$ cat src/rtl/spi_slave_rx_if.sv
// Signal bundle between the SPI receiver, the serial master pins and the
// parallel consumer of received words.
interface spi_slave_rx_if #(
    parameter int WORD_W = 64
);
    // Serial side
    logic              cs;
    logic              mosi;
    logic              miso;
    logic [WORD_W-1:0] tx_data;

    // Parallel consumer side
    logic [WORD_W-1:0] rx_data;
    logic              rx_valid;
    logic              rx_ready;

    // Status and error control
    logic [6:0]        bit_count;
    logic              busy;
    logic              overflow;
    logic              frame_err;
    logic              clr_err;

    // Receiver side of the bundle
    modport slave (
        input  cs,
        input  mosi,
        input  tx_data,
        input  rx_ready,
        input  clr_err,
        output miso,
        output rx_data,
        output rx_valid,
        output bit_count,
        output busy,
        output overflow,
        output frame_err
    );

    // Driving side of the bundle (SPI master plus word consumer)
    modport master (
        output cs,
        output mosi,
        output tx_data,
        output rx_ready,
        output clr_err,
        input  miso,
        input  rx_data,
        input  rx_valid,
        input  bit_count,
        input  busy,
        input  overflow,
        input  frame_err
    );
endinterface

$ cat src/rtl/spi_slave_rx.sv
// SPI receiver in the master's sclk_m domain: deserialises MSB-first frames
// of WORD_W bits into a 2-entry FIFO, returns a response word on miso that
// is captured at frame start, and keeps sticky overflow / short-frame flags.
module spi_slave_rx #(
    parameter int WORD_W       = 64,
    parameter int BIT_CYCLES   = 2,
    parameter int SAMPLE_PHASE = 1
) (
    input  logic          sclk_m,
    input  logic          reset,
    spi_slave_rx_if.slave bus
);

    localparam int              PH_W      = (BIT_CYCLES > 1) ? $clog2(BIT_CYCLES) : 1;
    localparam logic [PH_W-1:0] PH_LAST   = PH_W'(BIT_CYCLES - 1);
    localparam logic [PH_W-1:0] PH_SAMPLE = PH_W'(SAMPLE_PHASE);
    localparam logic [6:0]      CNT_LAST  = 7'(WORD_W - 1);

    typedef enum logic [1:0] {
        IDLE    = 2'd0,
        SHIFT   = 2'd1,
        WAIT_CS = 2'd2
    } state_e;

    // Frame control
    state_e            state_q, state_d;
    logic              cs_q;
    logic [PH_W-1:0]   phase_q, phase_d;
    logic [6:0]        bit_count_q, bit_count_d;

    // Receive and response shifters; the last received bit comes straight
    // from mosi, so the receive shifter only holds the first WORD_W-1 bits.
    logic [WORD_W-2:0] shift_q, shift_d;
    logic [WORD_W-1:0] tx_shift_q, tx_shift_d;
    logic              miso_q, miso_d;

    // Two-entry receive FIFO
    logic [WORD_W-1:0] fifo_q [2];
    logic              rd_ptr_q, rd_ptr_d;
    logic              wr_ptr_q, wr_ptr_d;
    logic [1:0]        count_q, count_d;

    // Sticky error flags
    logic              overflow_q, overflow_d;
    logic              frame_err_q, frame_err_d;

    // Decoded events
    logic              frame_start;
    logic              sample_en;
    logic              last_bit;
    logic              short_frame;
    logic [WORD_W-1:0] push_word;
    logic              pop;
    logic              fifo_full;
    logic              accept;
    logic              overflow_set;

    // A frame starts on the first low cycle of cs after it was seen high.
    assign frame_start  = cs_q & ~bus.cs;
    assign sample_en    = (state_q == SHIFT) & ~bus.cs & (phase_q == PH_SAMPLE);
    assign last_bit     = sample_en & (bit_count_q == CNT_LAST);
    // cs rising while still shifting means fewer than WORD_W bits arrived.
    assign short_frame  = (state_q == SHIFT) & bus.cs;
    assign push_word    = {shift_q, bus.mosi};

    assign pop          = (count_q != 2'd0) & bus.rx_ready;
    assign fifo_full    = (count_q == 2'd2);
    // A full FIFO still takes a word if the head leaves in the same cycle.
    assign accept       = last_bit & (~fifo_full | pop);
    assign overflow_set = last_bit & fifo_full & ~pop;

    // FSM state register and registered copy of cs
    always_ff @(posedge sclk_m or posedge reset) begin
        // NOTE: sequential state uses non-blocking assignments so every
        // register samples the pre-edge values regardless of block order.
        if (reset) begin
            state_q <= IDLE;
            cs_q    <= 1'b1;
        end else begin
            state_q <= state_d;
            cs_q    <= bus.cs;
        end
    end

    // FSM next-state decode
    always_comb begin
        state_d = state_q;
        case (state_q)
            IDLE: begin
                if (frame_start) state_d = SHIFT;
            end
            SHIFT: begin
                if (short_frame)   state_d = IDLE;
                else if (last_bit) state_d = WAIT_CS;
            end
            WAIT_CS: begin
                if (bus.cs) state_d = IDLE;
            end
            default: state_d = IDLE;
        endcase
    end

    // FSM output decode: phase, bit counter, shifters and next miso value
    always_comb begin
        // NOTE: every variable gets a hold default up front so no path
        // through the case leaves it unassigned and infers a latch.
        phase_d     = phase_q;
        bit_count_d = bit_count_q;
        shift_d     = shift_q;
        tx_shift_d  = tx_shift_q;
        case (state_q)
            IDLE: begin
                bit_count_d = '0;
                if (frame_start) begin
                    phase_d    = '0;
                    shift_d    = '0;
                    tx_shift_d = bus.tx_data;
                end
            end
            SHIFT: begin
                if (bus.cs) begin
                    bit_count_d = '0;
                end else begin
                    phase_d = (phase_q == PH_LAST) ? '0 : phase_q + PH_W'(1);
                    // Advance the response at each bit-time boundary so bit k
                    // is on miso for the whole of bit-time k.
                    if (phase_q == PH_LAST) begin
                        tx_shift_d = {tx_shift_q[WORD_W-2:0], 1'b0};
                    end
                    if (sample_en) begin
                        shift_d     = {shift_q[WORD_W-3:0], bus.mosi};
                        bit_count_d = bit_count_q + 7'd1;
                    end
                end
            end
            WAIT_CS: begin
                if (bus.cs) bit_count_d = '0;
            end
            default: bit_count_d = '0;
        endcase
        miso_d = (state_d == SHIFT) ? tx_shift_d[WORD_W-1] : 1'b0;
    end

    // Frame datapath registers
    always_ff @(posedge sclk_m or posedge reset) begin
        if (reset) begin
            phase_q     <= '0;
            bit_count_q <= '0;
            shift_q     <= '0;
            tx_shift_q  <= '0;
            miso_q      <= 1'b0;
        end else begin
            phase_q     <= phase_d;
            bit_count_q <= bit_count_d;
            shift_q     <= shift_d;
            tx_shift_q  <= tx_shift_d;
            miso_q      <= miso_d;
        end
    end

    // FIFO pointer/occupancy and sticky error next-state
    always_comb begin
        rd_ptr_d = pop ? ~rd_ptr_q : rd_ptr_q;
        wr_ptr_d = accept ? ~wr_ptr_q : wr_ptr_q;
        case ({accept, pop})
            2'b10:   count_d = count_q + 2'd1;
            2'b01:   count_d = count_q - 2'd1;
            default: count_d = count_q;
        endcase

        // Clear first, then set, so a coincident new error wins.
        overflow_d  = overflow_q;
        frame_err_d = frame_err_q;
        if (bus.clr_err) begin
            overflow_d  = 1'b0;
            frame_err_d = 1'b0;
        end
        if (overflow_set) overflow_d  = 1'b1;
        if (short_frame)  frame_err_d = 1'b1;
    end

    // FIFO storage, pointers and error flags
    always_ff @(posedge sclk_m or posedge reset) begin
        // NOTE: the two storage words are reset because rx_data is visible
        // straight from the head entry and must read zero after reset.
        if (reset) begin
            fifo_q[0]   <= '0;
            fifo_q[1]   <= '0;
            rd_ptr_q    <= 1'b0;
            wr_ptr_q    <= 1'b0;
            count_q     <= 2'd0;
            overflow_q  <= 1'b0;
            frame_err_q <= 1'b0;
        end else begin
            if (accept) fifo_q[wr_ptr_q] <= push_word;
            rd_ptr_q    <= rd_ptr_d;
            wr_ptr_q    <= wr_ptr_d;
            count_q     <= count_d;
            overflow_q  <= overflow_d;
            frame_err_q <= frame_err_d;
        end
    end

    assign bus.miso      = miso_q;
    assign bus.rx_data   = fifo_q[rd_ptr_q];
    assign bus.rx_valid  = (count_q != 2'd0);
    assign bus.bit_count = bit_count_q;
    assign bus.busy      = (state_q != IDLE);
    assign bus.overflow  = overflow_q;
    assign bus.frame_err = frame_err_q;

endmodule

$ cat src/flat_wrapper.sv
// flat-port wrapper written by rule: the top's interface ports become plain ports
module spi_slave_rx_flat 
#(
    parameter int WORD_W       = 64,
    parameter int BIT_CYCLES   = 2,
    parameter int SAMPLE_PHASE = 1
)
  (sclk_m, reset, bus_cs, bus_mosi, bus_tx_data, bus_rx_ready, bus_clr_err, bus_miso, bus_rx_data, bus_rx_valid, bus_bit_count, bus_busy, bus_overflow, bus_frame_err);
  spi_slave_rx_if #(.WORD_W(WORD_W)) bus_i ();
  input  logic sclk_m;
  input  logic reset;
  input wire logic [$bits(bus_i.cs)-1:0] bus_cs;
  input wire logic [$bits(bus_i.mosi)-1:0] bus_mosi;
  input wire logic [$bits(bus_i.tx_data)-1:0] bus_tx_data;
  input wire logic [$bits(bus_i.rx_ready)-1:0] bus_rx_ready;
  input wire logic [$bits(bus_i.clr_err)-1:0] bus_clr_err;
  output wire logic [$bits(bus_i.miso)-1:0] bus_miso;
  output wire logic [$bits(bus_i.rx_data)-1:0] bus_rx_data;
  output wire logic [$bits(bus_i.rx_valid)-1:0] bus_rx_valid;
  output wire logic [$bits(bus_i.bit_count)-1:0] bus_bit_count;
  output wire logic [$bits(bus_i.busy)-1:0] bus_busy;
  output wire logic [$bits(bus_i.overflow)-1:0] bus_overflow;
  output wire logic [$bits(bus_i.frame_err)-1:0] bus_frame_err;
  assign bus_i.cs = bus_cs;
  assign bus_i.mosi = bus_mosi;
  assign bus_i.tx_data = bus_tx_data;
  assign bus_i.rx_ready = bus_rx_ready;
  assign bus_i.clr_err = bus_clr_err;
  assign bus_miso = bus_i.miso;
  assign bus_rx_data = bus_i.rx_data;
  assign bus_rx_valid = bus_i.rx_valid;
  assign bus_bit_count = bus_i.bit_count;
  assign bus_busy = bus_i.busy;
  assign bus_overflow = bus_i.overflow;
  assign bus_frame_err = bus_i.frame_err;
  spi_slave_rx #(.WORD_W(WORD_W), .BIT_CYCLES(BIT_CYCLES), .SAMPLE_PHASE(SAMPLE_PHASE)) u_core (.sclk_m(sclk_m), .reset(reset), .bus(bus_i));
endmodule
$ cat config.mk
export PLATFORM = sky130hd
export DESIGN_NAME = spi_slave_rx_flat
export DESIGN_NICKNAME = d
export VERILOG_FILES = /design/src/rtl/spi_slave_rx_if.sv /design/src/rtl/spi_slave_rx.sv /design/src/flat_wrapper.sv
export SDC_FILE = /design/constraint.sdc
export NUM_CORES = 1
export LEC_CHECK = 0
export CAP_MARGIN = 25
export CORE_AREA = 8 8 188 190
export CTS_BUF_LIST = sky130_fd_sc_hd__clkbuf_8
export DETAILED_ROUTE_END_ITERATION = 12
export DIE_AREA = 0 0 196 198
export DONT_BUFFER_PORTS = 1
export GPL_TIMING_DRIVEN = 0
export PLACE_DENSITY = 0.47
export SLEW_MARGIN = 20
export SYNTH_ARGS = -nofsm -noshare
export SYNTH_HDL_FRONTEND = slang
export SYNTH_SLANG_ARGS = --single-unit
$ cat constraint.sdc
create_clock -name sclk_m -period 23.5 [get_ports sclk_m]
set_input_delay 2.35 -clock sclk_m [delete_from_list [all_inputs] [get_ports sclk_m]]
set_output_delay 2.35 -clock sclk_m [all_outputs]
set_load 0.1 [all_outputs]
==> key figures, run 1 <==
CTS
  • Worst-skew pair later-pin latency: between 500 and 600 ps
  • CTS Hold Buffers Added: 0
  • H-tree levels: 2
  • TritonCTS Buffers: between 40 and 50
  • TritonCTS clock tree: yes
  • Clk pin slew, worst setup/hold paths: ~60 ps
  • CTS root buf: clkbuf_8
  • Max Root-Sink Buffers: 3
  • Post_cts resized: 0
  • TritonCTS Sinks: 273
  • Postcts setup bufs: 0

Synth
  • Post-synthesis compound-gate area fraction: approximately an eighth
  • Most used DFF post-synth: dfrtp_1
  • Top cell type's share of synthesized area: roughly three fifths
  • Asr flop ratio synth: between 90% and 100%
  • EDFF count, synth: 0
  • Mapped cell area: ~11000 um^2
  • Main combinational cell family by area after synthesis: multiplexers
  • Netlist cell types: 40
  • Register area share after synthesis: between 60% and 70%
  • Most frequent cell after synthesis: dfrtp_1
  • #FFs+latches synth: between 200 and 300
  • Top post-synthesis cells by area: dfrtp_1 61%, mux2_2 19%, a222oi_1 5.6%
  • Synthesized area per cell: 14.33 um^2
  • Top post-synthesis cells by count: 272 x dfrtp_1, 192 x mux2_2, 67 x inv_1
  • Synth Instances: around 800
  • Mapped Nets: roughly 850
  • Syn. warnings: 0
  • Synth Area in Simple Gates: under 10%
  • Mux cell area share after synthesis: between 15 and 20%
  • Area leader, netlist: dfrtp_1
  • Synthesized-area fraction occupied by adder cells: less than 1%
  • XOR/XNOR Fraction of Synth Area: less than 1%

Die
  • Initial core utilization: ~35%
  • Die H: a little under 200 um
  • Die X: between 150 and 200 um
  • Core Area: approximately 32000 um^2
  • Die area: 38810 um^2
  • I/O pins: roughly 150
  • Row count: 66

STA
  • Final min period: roughly 5000 ps
  • RSZ-0062 raised after global routing: false
  • Final setup TNS: 0 ps
  • Skew final: 29.12 ps
  • Slew HR: 30.38%
  • Final period utilization: 21.58%
  • Max Freq: 0.1972 GHz
  • Hold Vio Cnt, Final: 0
  • Measured slew at the worst slew-check pin: 1044 ps
  • Slew Viols, Final: 0
  • Final Setup Violations: 0

Cells and area
  • Final Util: about two fifths
  • Layout cells sized above 1: 33.56%
  • Number of fillers in the final layout: 3003
  • Area grow syn2layout: 14.13%
  • Post-Layout Cell Count: roughly 1300
  • Post-layout nets: between 900 and 1000

Power
  • Int Pwr: between 700 and 800 uW
  • Combinational share of power: under 10%
  • Final Power: 1.052 mW
  • Switching pwr: about 260 uW
  • Power share of the clock group: between 40% and 50%
  • Pleak: 6.431 nW
  • P per Cell Area: 82.73 nW/um^2
  • Sequential Power Share: 50.4%
  • Sw frac: between 20 and 30%
  • VDD IR max: 0.04618 mV

Setup path
  • Startpoint Class: flop
  • CP Class: flop to output pin
  • Req. time, crit path: ~21000 ps
  • Critical-path maximum fanout: 10
  • Critical path capture point type: output pin
  • R2R setup slack: 20260 ps
  • CP arrival: about 2700 ps

Place
  • Inst Count DP: approximately 1200
  • Routability cong.: approximately 0.77
  • DP HPWL: approximately 18 mm
  • Input/output buffers: 0

Routing
  • DRC errors left: 0
  • DR WL/cell: about 21 um
  • Metal2 WL: 12.58 mm
  • Starting DRT DRC Count: 575
  • Top layer in use: met4
  • Routed metal-1 wirelength: ~11 mm
  • Routed via count: about 6800
  • Via density per instance: about 5.3
  • Wire length on met3: between 2 and 2.5 mm
  • Drt total wl: 26.61 mm
  • Drt pass-1 iters: 10
  • ANT nets after route: 0

Run status
  • Status: finished clean

Min path
  • Hold Crit Class: flop to flop

Global route
  • GRT Util Overall: 13.76%
  • Largest net degree at the start of global routing: 111
  • Vias in the first global route: 7344
  • GRT overflow: 0
  • First-pass GRT wire length: approximately 43 mm
  • Initial antenna violation count: 0

Run
  • Max Cap Viol: 0
## cell usage in the layout, fill, tap and decap left out, types with 3 or more instances in the layout
cell type,Yosys,routed
nand2_1,4,4
nand2b_1,3,3
bufinv_16,0,3
clkbuf_1,37,37
clkinv_2,0,10
a22o_1,65,65
nor2_1,5,5
buf_4,7,7
a222oi_1,62,62
xnor2_1,3,3
nand3_1,3,3
and2_1,3,3
o21ai_0,7,7
mux2_2,192,192
diode_2,0,3
or2_2,3,3
buf_1,5,5
dfrtp_1,272,272
clkbuf_8,0,57
inv_1,67,79
o22ai_1,3,3
buf_6,6,6
## state kept, by name, summed over array words and instances (netlist names)
| name | count |
|---|---|
| u_core.bus.frame_err | 1 |
| u_core.wr_ptr_q | 1 |
| u_core.count_q | 2 |
| u_core.rd_ptr_q | 1 |
| u_core.bus.overflow | 1 |
| u_core.bus.bit_count | 7 |
| u_core.fifo_q | 128 |
| u_core.tx_shift_q | 64 |
| u_core.phase_q | 1 |
| u_core.bus.miso | 1 |
| u_core.cs_q | 1 |
| u_core.state_q | 2 |
| u_core.shift_q | 63 |
## cell type report
class | instances | area, um^2 | share of cell area (%)
Sequential cell | 273 | 6833 | 53.75
Multi-Input combinational cell | 380 | 3766 | 29.63
Clock buffer | 57 | 784.5 | 6.171
Tap cell | 408 | 510.5 | 4.016
Buffer | 57 | 287.8 | 2.264
Inverter | 67 | 259.0 | 2.037
Clock inverter | 28 | 209.0 | 1.644
Timing Repair Buffer | 2 | 55.05 | 0.4331
Antenna cell | 3 | 7.507 | 0.05906
## kinds of logic after synthesis
kind of cell | after synthesis
AND/OR/NAND/NOR | 35
flip-flops | 273
XOR/XNOR | 5
AO/OA/AOI/OAI | 146
multiplexers | 192
buffers and inverters | 124
adder cells (fa/ha/maj) | 2
## per-layer routing
metal / vias up / track usage, %
li1: 3022 / -
met1: 3534 / 16.90
met2: 206 / 22.46
met3: 51 / 5.059
met4: 0 / 4.071
met5: - / 0
## stage by stage
stage / area (um^2) / setup WS, ps / hold slack, ps
2_1_floorplan: 11140 / 13630 / 447.6
3_3_place_gp: 11650 / 11180 / 465.6
3_5_place_dp: 11710 / 18920 / 473.3
4_1_cts: 12700 / 18280 / 482.8
5_1_grt: 12700 / 18200 / 509.4
6_report: 12710 / 18430 / 479.6
## critical path, stage by stage (launching register included)
cell and delay, ps:
dfrtp_1 330, clkbuf_1 560, clkbuf_1 600, mux2_2 650
## power by group through the flow
stage | Combinational (mW) | Clock (mW) | Sequential, mW
global placement | 0.0703 | 0 | 0.536
finish | 0.0742 | 0.448 | 0.530
detailed placement | 0.0757 | 0 | 0.536
CTS | 0.0759 | 0.466 | 0.529
global route | 0.0845 | 0.488 | 0.533
floorplan | 0.0584 | 0 | 0.530
## path summary, 6_finish.rpt
| kind | startpoint | end | depth (start not counted) |
|---|---|---|---|
| max in group asynchronous | reset | u_core.tx_shift_q[11]$_DFFE_PP0P_ | 3 |
| hold reg to reg | u_core.count_q[1]$_DFFE_PP0P_ | u_core.count_q[1]$_DFFE_PP0P_ | 1 |
| setup reg to reg | u_core.bus.bit_count[1]$_DFFE_PP0P_ | u_core.fifo_q[73]$_DFFE_PP0P_ | 7 |
| setup / recovery | u_core.rd_ptr_q$_DFFE_PP0P_ | bus_rx_data[40] | 3 |
| min in group asynchronous | reset | u_core.fifo_q[107]$_DFFE_PP0P_ | 1 |
| hold / removal | u_core.count_q[1]$_DFFE_PP0P_ | u_core.count_q[1]$_DFFE_PP0P_ | 1 |
(Power assumes the default switching activity.)
==> run 2, diff against run 1 <==
PLACE_DENSITY = 0.49   (was 0.47)
clock period = 4.08 ns   (was 23.5 ns; I/O delays follow)
==> key figures, run 2 (synthesis results as in run 1) <==
Run status
  • Status: finished clean

Routing
  • Via density per instance: 5.184 (-3.0%)
  • DRC errors left: 0 (unchanged)
  • Routed via count: 6999 (+2.7%)
  • Drt pass-1 iters: 5 (-5)
  • Starting DRT DRC Count: 574 (-0.17%)
  • DR WL/cell: 19.83 um (-5.0%)
  • Drt total wl: 26.77 mm (+0.62%)
  • ANT nets after route: 0 (unchanged)

Global route
  • Initial antenna violation count: 1 (+1)
  • Largest net degree at the start of global routing: 32 (-71%)
  • GRT overflow: 0 (unchanged)
  • First-pass GRT wire length: 43.79 mm (+2.4%)
  • Vias in the first global route: 7601 (+3.5%)
  • GRT Util Overall: 13.91% (+0.16 points)

Setup path
  • Critical Path Start: u_core.rd_ptr_q$_DFFE_PP0P_
  • CP arrival: 2720 ps (about the same)
  • Req. time, crit path: 3670 ps (-17480 ps)
  • Critical-path maximum fanout: 10 (unchanged)
  • Worst reg2reg startpoint: u_core.bus.bit_count[1]$_DFFE_PP0P_
  • R2R setup slack: 970 ps (-19290 ps)
  • Startpoint Class: flop
  • Critical path capture point type: output pin
  • R2R cell count: 7 (unchanged)
  • CP Class: flop to output pin
  • RR Endpoint: u_core.fifo_q[98]$_DFFE_PP0P_

Power
  • VDD IR max: 0.2971 mV (+540%)
  • Sw frac: 25.55% (+0.43 points)
  • Switching pwr: 1.542 mW (+480%)
  • Sequential Power Share: 50.6% (+0.2 points)
  • Combinational share of power: 8.3% (+1.2 points)
  • Pleak: 6.777 nW (+5.4%)
  • P per Cell Area: 446.1 nW/um^2 (+440%)
  • Power share of the clock group: 41.2% (-1.4 points)
  • Final Power: 6.034 mW (+470%)
  • Int Pwr: 4.492 mW (+470%)

Cells and area
  • Final instance area: 13530 um^2 (+6.4%)
  • Biggest regs: u_core.fifo_q (128), u_core.tx_shift_q (64), u_core.shift_q (63)
  • Post-layout nets: 980 (+8.6%)
  • Area grow syn2layout: 21.44%
  • Largest register FFs: 128 (unchanged)
  • Most flop-heavy register: u_core.fifo_q
  • Commonest non-fill, non-tap cells in the layout: 272 x dfrtp_1, 192 x mux2_2, 82 x inv_1
  • Final Util: 42.00% (+2.5 points)
  • Layout cells sized above 1: 31.35% (-2.2 points)
  • Leading cell type in the layout, fill and taps excluded: dfrtp_1
  • Number of fillers in the final layout: 2983 (-0.67%)

STA
  • Slew Viols, Final: 0 (unchanged)
  • Skew final: 14.79 ps (-14.33 ps)
  • Final Setup Violations: 0 (unchanged)
  • Measured slew at the worst slew-check pin: 1031 ps (-13.51 ps)
  • Final min period: ~3100 ps
  • RSZ-0062 raised after global routing: false
  • Hold Vio Cnt, Final: 0 (unchanged)
  • Final period utilization: between 70% and 80%
  • Max Freq: approximately 0.32 GHz
  • Slew HR: 31.28% (+0.90 points)

Die
  • Row count: 66 (unchanged)
  • I/O pins: 146 (unchanged)
  • Die X: 196 um (unchanged)
  • Die H: 198 um (unchanged)
  • Die area: 38810 um^2 (unchanged)
  • Initial core utilization: 34.58% (unchanged)
  • Core Area: 32210 um^2 (unchanged)

CTS
  • TritonCTS Sinks: 273 (unchanged)
  • H-tree levels: 2 (unchanged)
  • Postcts setup bufs: 0 (unchanged)
  • TritonCTS Buffers: 49 (unchanged)
  • Max Root-Sink Buffers: 3 (unchanged)
  • Worst-skew pair later-pin latency: 550 ps (about the same)
  • Post_cts resized: 0 (unchanged)
  • Clk pin slew, worst setup/hold paths: 60 ps (about the same)
  • CTS root buf: clkbuf_8
  • TritonCTS clock tree: yes

Place
  • Routability cong.: 0.7339 (-4.2%)
  • DP HPWL: 17.68 mm (-2.0%)
  • Input/output buffers: 0 (unchanged)
  • Placed cell area: 11870 um^2 (+1.3%)

Min path
  • WHS Endpoint: u_core.rd_ptr_q$_DFFE_PP0P_
  • Hold Crit Class: input pin to flop
  • Hold path start: bus_rx_ready
  • Hold Path Cell Cnt: 2 (+1)

Run
  • Max Cap Viol: 0 (unchanged)
run 2: cell count changes in the layout (fill, tap and decap cells not counted):
cell	change
clkinv_2	-3
dlygate4sd3_1	+68
inv_8	-2
diode_2	-2
clkbuf_8	+2
clkbuf_1	+1
bufinv_16	-2
inv_1	+3
inv_6	-1
clkinvlp_4	+2
buf_12	+8
buf_16	+1
run 2: power groups by stage:
stage	registers, mW	logic [mW]	clock network (mW)
floorplan	3.05	0.337	0
global placement	3.09	0.417	0
detailed placement	3.09	0.453	0
CTS	3.05	0.507	2.60
global route	3.07	0.570	2.71
finish	3.05	0.500	2.48
run 2: what timing repair did:
item,4_1_cts,5_1_grt
endpoints found under the hold margin,86,0
hold buffers,68,0
endpoints found under the setup margin,0,0
run 2: how the worst max path moves through the flow:
stage | endpoint | cells past startpoint
after floorplan | u_core.bus.bit_count[0]$_DFFE_PP0P_ | 1
after global routing | u_core.fifo_q[97]$_DFFE_PP0P_ | 7
after global placement | u_core.fifo_q[97]$_DFFE_PP0P_ | 1
final | bus_rx_data[52] | 3
after detailed placement | u_core.fifo_q[120]$_DFFE_PP0P_ | 7
after CTS | bus_rx_data[52] | 3
run 2: area by class of cell:
| type | instances | area [um^2] | share of cell area (%) |
|---|---|---|---|
| antenna | 1 | 2.502 | 0.01850 |
| buffer | 57 | 287.8 | 2.127 |
| clock buffer | 59 | 812.0 | 6.003 |
| clock inverter | 25 | 132.6 | 0.9805 |
| inverter | 67 | 255.2 | 1.887 |
| multi-input combinational | 380 | 3766 | 27.84 |
| sequential | 273 | 6833 | 50.51 |
| tap | 408 | 510.5 | 3.774 |
| timing repair buffer | 80 | 927.1 | 6.854 |
run 2: worst max-delay path, cell delays in order, from the launching register on:
cell and delay, ps:
dfrtp_1 340, clkbuf_1 580, clkbuf_1 610, mux2_2 650
run 2: routing by layer:
layer / up-vias / GRT usage, % / wire, um
li1: 3175 / - / -
met1: 3583 / 18.73 / 12330
met2: 186 / 21.37 / 12100
met3: 55 / 4.312 / 1777
met4: 0 / 4.043 / 568
met5: - / 0 / 0
run 2: through the flow:
stage / setup slack (ps) / TNS, ps / hold WS, ps / std cells
6_report: 948.5 / 0 / 147.9 / 1350
5_1_grt: 692.2 / 0 / 134.3 / 1350
4_1_cts: 766.7 / 0 / 87.68 / 1347
3_5_place_dp: 864.3 / 0 / 325.6 / 1195
3_3_place_gp: -1687 / -452570 / 413.9 / 1185
2_1_floorplan: 63.41 / 0 / 412.5 / 777
==> run 3, diff against run 2 <==
PLACE_DENSITY = 0.47   (was 0.49)
clock period = 3.17 ns   (was 4.08 ns; I/O delays follow)
==> key figures, run 3 (synthesis results as in run 1) <==
Run status
  • Status: finished clean

CTS
  • Clk pin slew, worst setup/hold paths: 60 ps (about the same)
  • TritonCTS clock tree: yes
  • CTS root buf: clkbuf_8
  • Worst-skew pair later-pin latency: 560 ps (about the same)
  • TritonCTS Sinks: 273 (unchanged)
  • TritonCTS Buffers: 48 (-2.0%)
  • Max Root-Sink Buffers: 3 (unchanged)
  • Postcts setup bufs: 0 (unchanged)
  • H-tree levels: 2 (unchanged)

STA
  • Max Freq: 0.3387 GHz
  • Final Setup Violations: 0 (unchanged)
  • Final period utilization: approximately 93%
  • Measured slew at the worst slew-check pin: 1042 ps (+11.50 ps)
  • Slew Viols, Final: 0 (unchanged)
  • Skew final: 34.10 ps (+19.31 ps)
  • Slew HR: 30.51% (-0.77 points)
  • Final setup TNS: 0 ps (unchanged)
  • Final min period: ~3000 ps
  • Hold Vio Cnt, Final: 0 (unchanged)
  • RSZ-0062 raised after global routing: false

Power
  • Int Pwr: 5.825 mW (+30%)
  • Combinational share of power: 8.4% (about the same)
  • P per Cell Area: 577.2 nW/um^2 (+29%)
  • Power share of the clock group: 41.3% (about the same)
  • Sequential Power Share: 50.3% (-0.3 points)
  • VDD IR max: 0.3538 mV (+19%)
  • Switching pwr: 1.991 mW (+29%)
  • Pleak: 6.775 nW (about the same)
  • Sw frac: 25.48% (-0.072 points)

Setup path
  • Critical-path maximum fanout: 10 (unchanged)
  • Req. time, crit path: 3580 ps (-90 ps)
  • Critical Path Start: u_core.bus.bit_count[5]$_DFFE_PP0P_
  • CP arrival: 3370 ps (+650 ps)
  • Startpoint Class: flop
  • R2R setup slack: 220 ps (-750 ps)
  • CP Class: flop to flop
  • Setup crit end: u_core.fifo_q[103]$_DFFE_PP0P_
  • RR Endpoint: u_core.fifo_q[103]$_DFFE_PP0P_
  • Worst reg2reg startpoint: u_core.bus.bit_count[5]$_DFFE_PP0P_
  • Critical path capture point type: flop
  • R2R cell count: 5 (-2)

Cells and area
  • Leading cell type in the layout, fill and taps excluded: dfrtp_1
  • Most flop-heavy register: u_core.fifo_q
  • Biggest regs: u_core.fifo_q (128), u_core.tx_shift_q (64), u_core.shift_q (63)
  • Largest register FFs: 128 (unchanged)
  • Final Util: 42.05% (+0.051 points)
  • Area grow syn2layout: 21.59%
  • Commonest non-fill, non-tap cells in the layout: 267 x dfrtp_1, 192 x mux2_2, 81 x inv_1
  • Number of fillers in the final layout: 2968 (-0.50%)
  • Layout cells sized above 1: 32.09% (+0.74 points)
  • Post-layout nets: 977 (-0.31%)

Global route
  • Vias in the first global route: 7850 (+3.3%)
  • Layer with the highest usage: met2
  • Met2 Resource Use GR: 22.49% (+1.1 points)
  • GRT overflow: 0 (unchanged)
  • Initial antenna violation count: 1 (unchanged)
  • Largest net degree at the start of global routing: 38 (+19%)
  • M1 GR Usage: 18.13% (-0.60 points)
  • Met3 Use GR: 4.126% (-0.19 points)
  • GRT Util Overall: 14.04% (+0.13 points)
  • First-pass GRT wire length: 44.12 mm (+0.76%)

Die
  • Die area: 38810 um^2 (unchanged)
  • Die X: 196 um (unchanged)
  • Initial core utilization: 34.58% (unchanged)
  • Row count: 66 (unchanged)
  • I/O pins: 146 (unchanged)
  • Core Area: 32210 um^2 (unchanged)
  • Die H: 198 um (unchanged)

Routing
  • DR WL/cell: 20.06 um (+1.2%)
  • Routed via count: 7155 (+2.2%)
  • Drt total wl: 27.10 mm (+1.2%)
  • DRC errors left: 0 (unchanged)
  • Drt pass-1 iters: 9 (+4)
  • Starting DRT DRC Count: 556 (-3.1%)
  • ANT nets after route: 0 (unchanged)
  • Via density per instance: 5.296 (+2.2%)

Run
  • Max Cap Viol: 0 (unchanged)

Place
  • Routability cong.: 0.7478 (+1.9%)
  • DP HPWL: 18.37 mm (+3.9%)
  • Input/output buffers: 0 (unchanged)

Min path
  • Hold Crit Class: input pin to flop
==> run 3: changes by cell type in the layout (fill, tap and decap cells not counted), moves of 2 or more <==
cell | previous run | this run
clkbuf_8 | 59 | 64
dfrtp_1 | 272 | 267
buf_12 | 8 | 6
dfrtp_2 | 0 | 5
clkbuf_1 | 38 | 36
clkinv_2 | 7 | 5
==> run 3: final cells by class <==
| class | count | area (um^2) | share of cell area [%] |
|---|---|---|---|
| buffer | 56 | 284.0 | 2.097 |
| antenna | 2 | 5.005 | 0.03695 |
| timing repair buffer | 79 | 904.6 | 6.680 |
| sequential | 273 | 6839 | 50.50 |
| inverter | 67 | 255.2 | 1.885 |
| tap | 408 | 510.5 | 3.769 |
| clock inverter | 22 | 97.59 | 0.7206 |
| clock buffer | 64 | 880.8 | 6.504 |
| multi-input combinational | 380 | 3766 | 27.81 |
==> run 3: how the worst min path moves through the flow <==
stage            startpoint                           endpoint  slack (ps)  depth (start not counted)
6_report       bus_rx_ready        u_core.rd_ptr_q$_DFFE_PP0P_          70                          2
5_1_grt        bus_rx_ready        u_core.rd_ptr_q$_DFFE_PP0P_          40                          2
4_1_cts        bus_rx_ready        u_core.rd_ptr_q$_DFFE_PP0P_          10                          2
3_5_place_dp          reset  u_core.tx_shift_q[27]$_DFFE_PP0P_         240                          1
3_3_place_gp         bus_cs              u_core.cs_q$_DFF_PP1_         320                          0
2_1_floorplan        bus_cs              u_core.cs_q$_DFF_PP1_         320                          0
==> run 3: timing repair <==
item	in CTS	in global routing
resized for setup	2	3
endpoints found under the hold margin	132	0
endpoints found under the setup margin	70	38
hold buffers	69	0
==> run 3: power groups by stage <==
| stage | Clock (mW) | Combinational [mW] | Sequential [mW] |
|---|---|---|---|
| global placement | 0 | 0.522 | 3.97 |
| CTS | 3.36 | 0.657 | 3.92 |
| global route | 3.53 | 0.738 | 3.96 |
| finish | 3.23 | 0.655 | 3.93 |
| floorplan | 0 | 0.434 | 3.93 |
| detailed placement | 0 | 0.586 | 3.98 |
==> run 3: critical path: stages, from the launching register on <==
cell,delay (ps)
dfrtp_1,1030
and3b_1,390
nand4_4,150
nor2_2,550
buf_4,330
mux2_2,360
==> run 3: routing by layer <==
layer	routed length, um	up-vias
li1	-	3170
met1	11980	3685
met2	12620	239
met3	1834	61
met4	670	0
met5	0	-
==> run 3: stage by stage <==
stage	hold WS (ps)	worst slack, ps	instances	total power [mW]	cell area [um^2]
final	71.28	217.1	1351	7.817	13540
after global routing	37.31	26.88	1350	8.220	13540
after CTS	12.17	40.05	1348	7.943	13520
after detailed placement	243.0	-112.5	1194	4.563	11860
after global placement	322.7	-1925	1185	4.494	11650
after floorplan	321.5	-755.6	777	4.363	11140
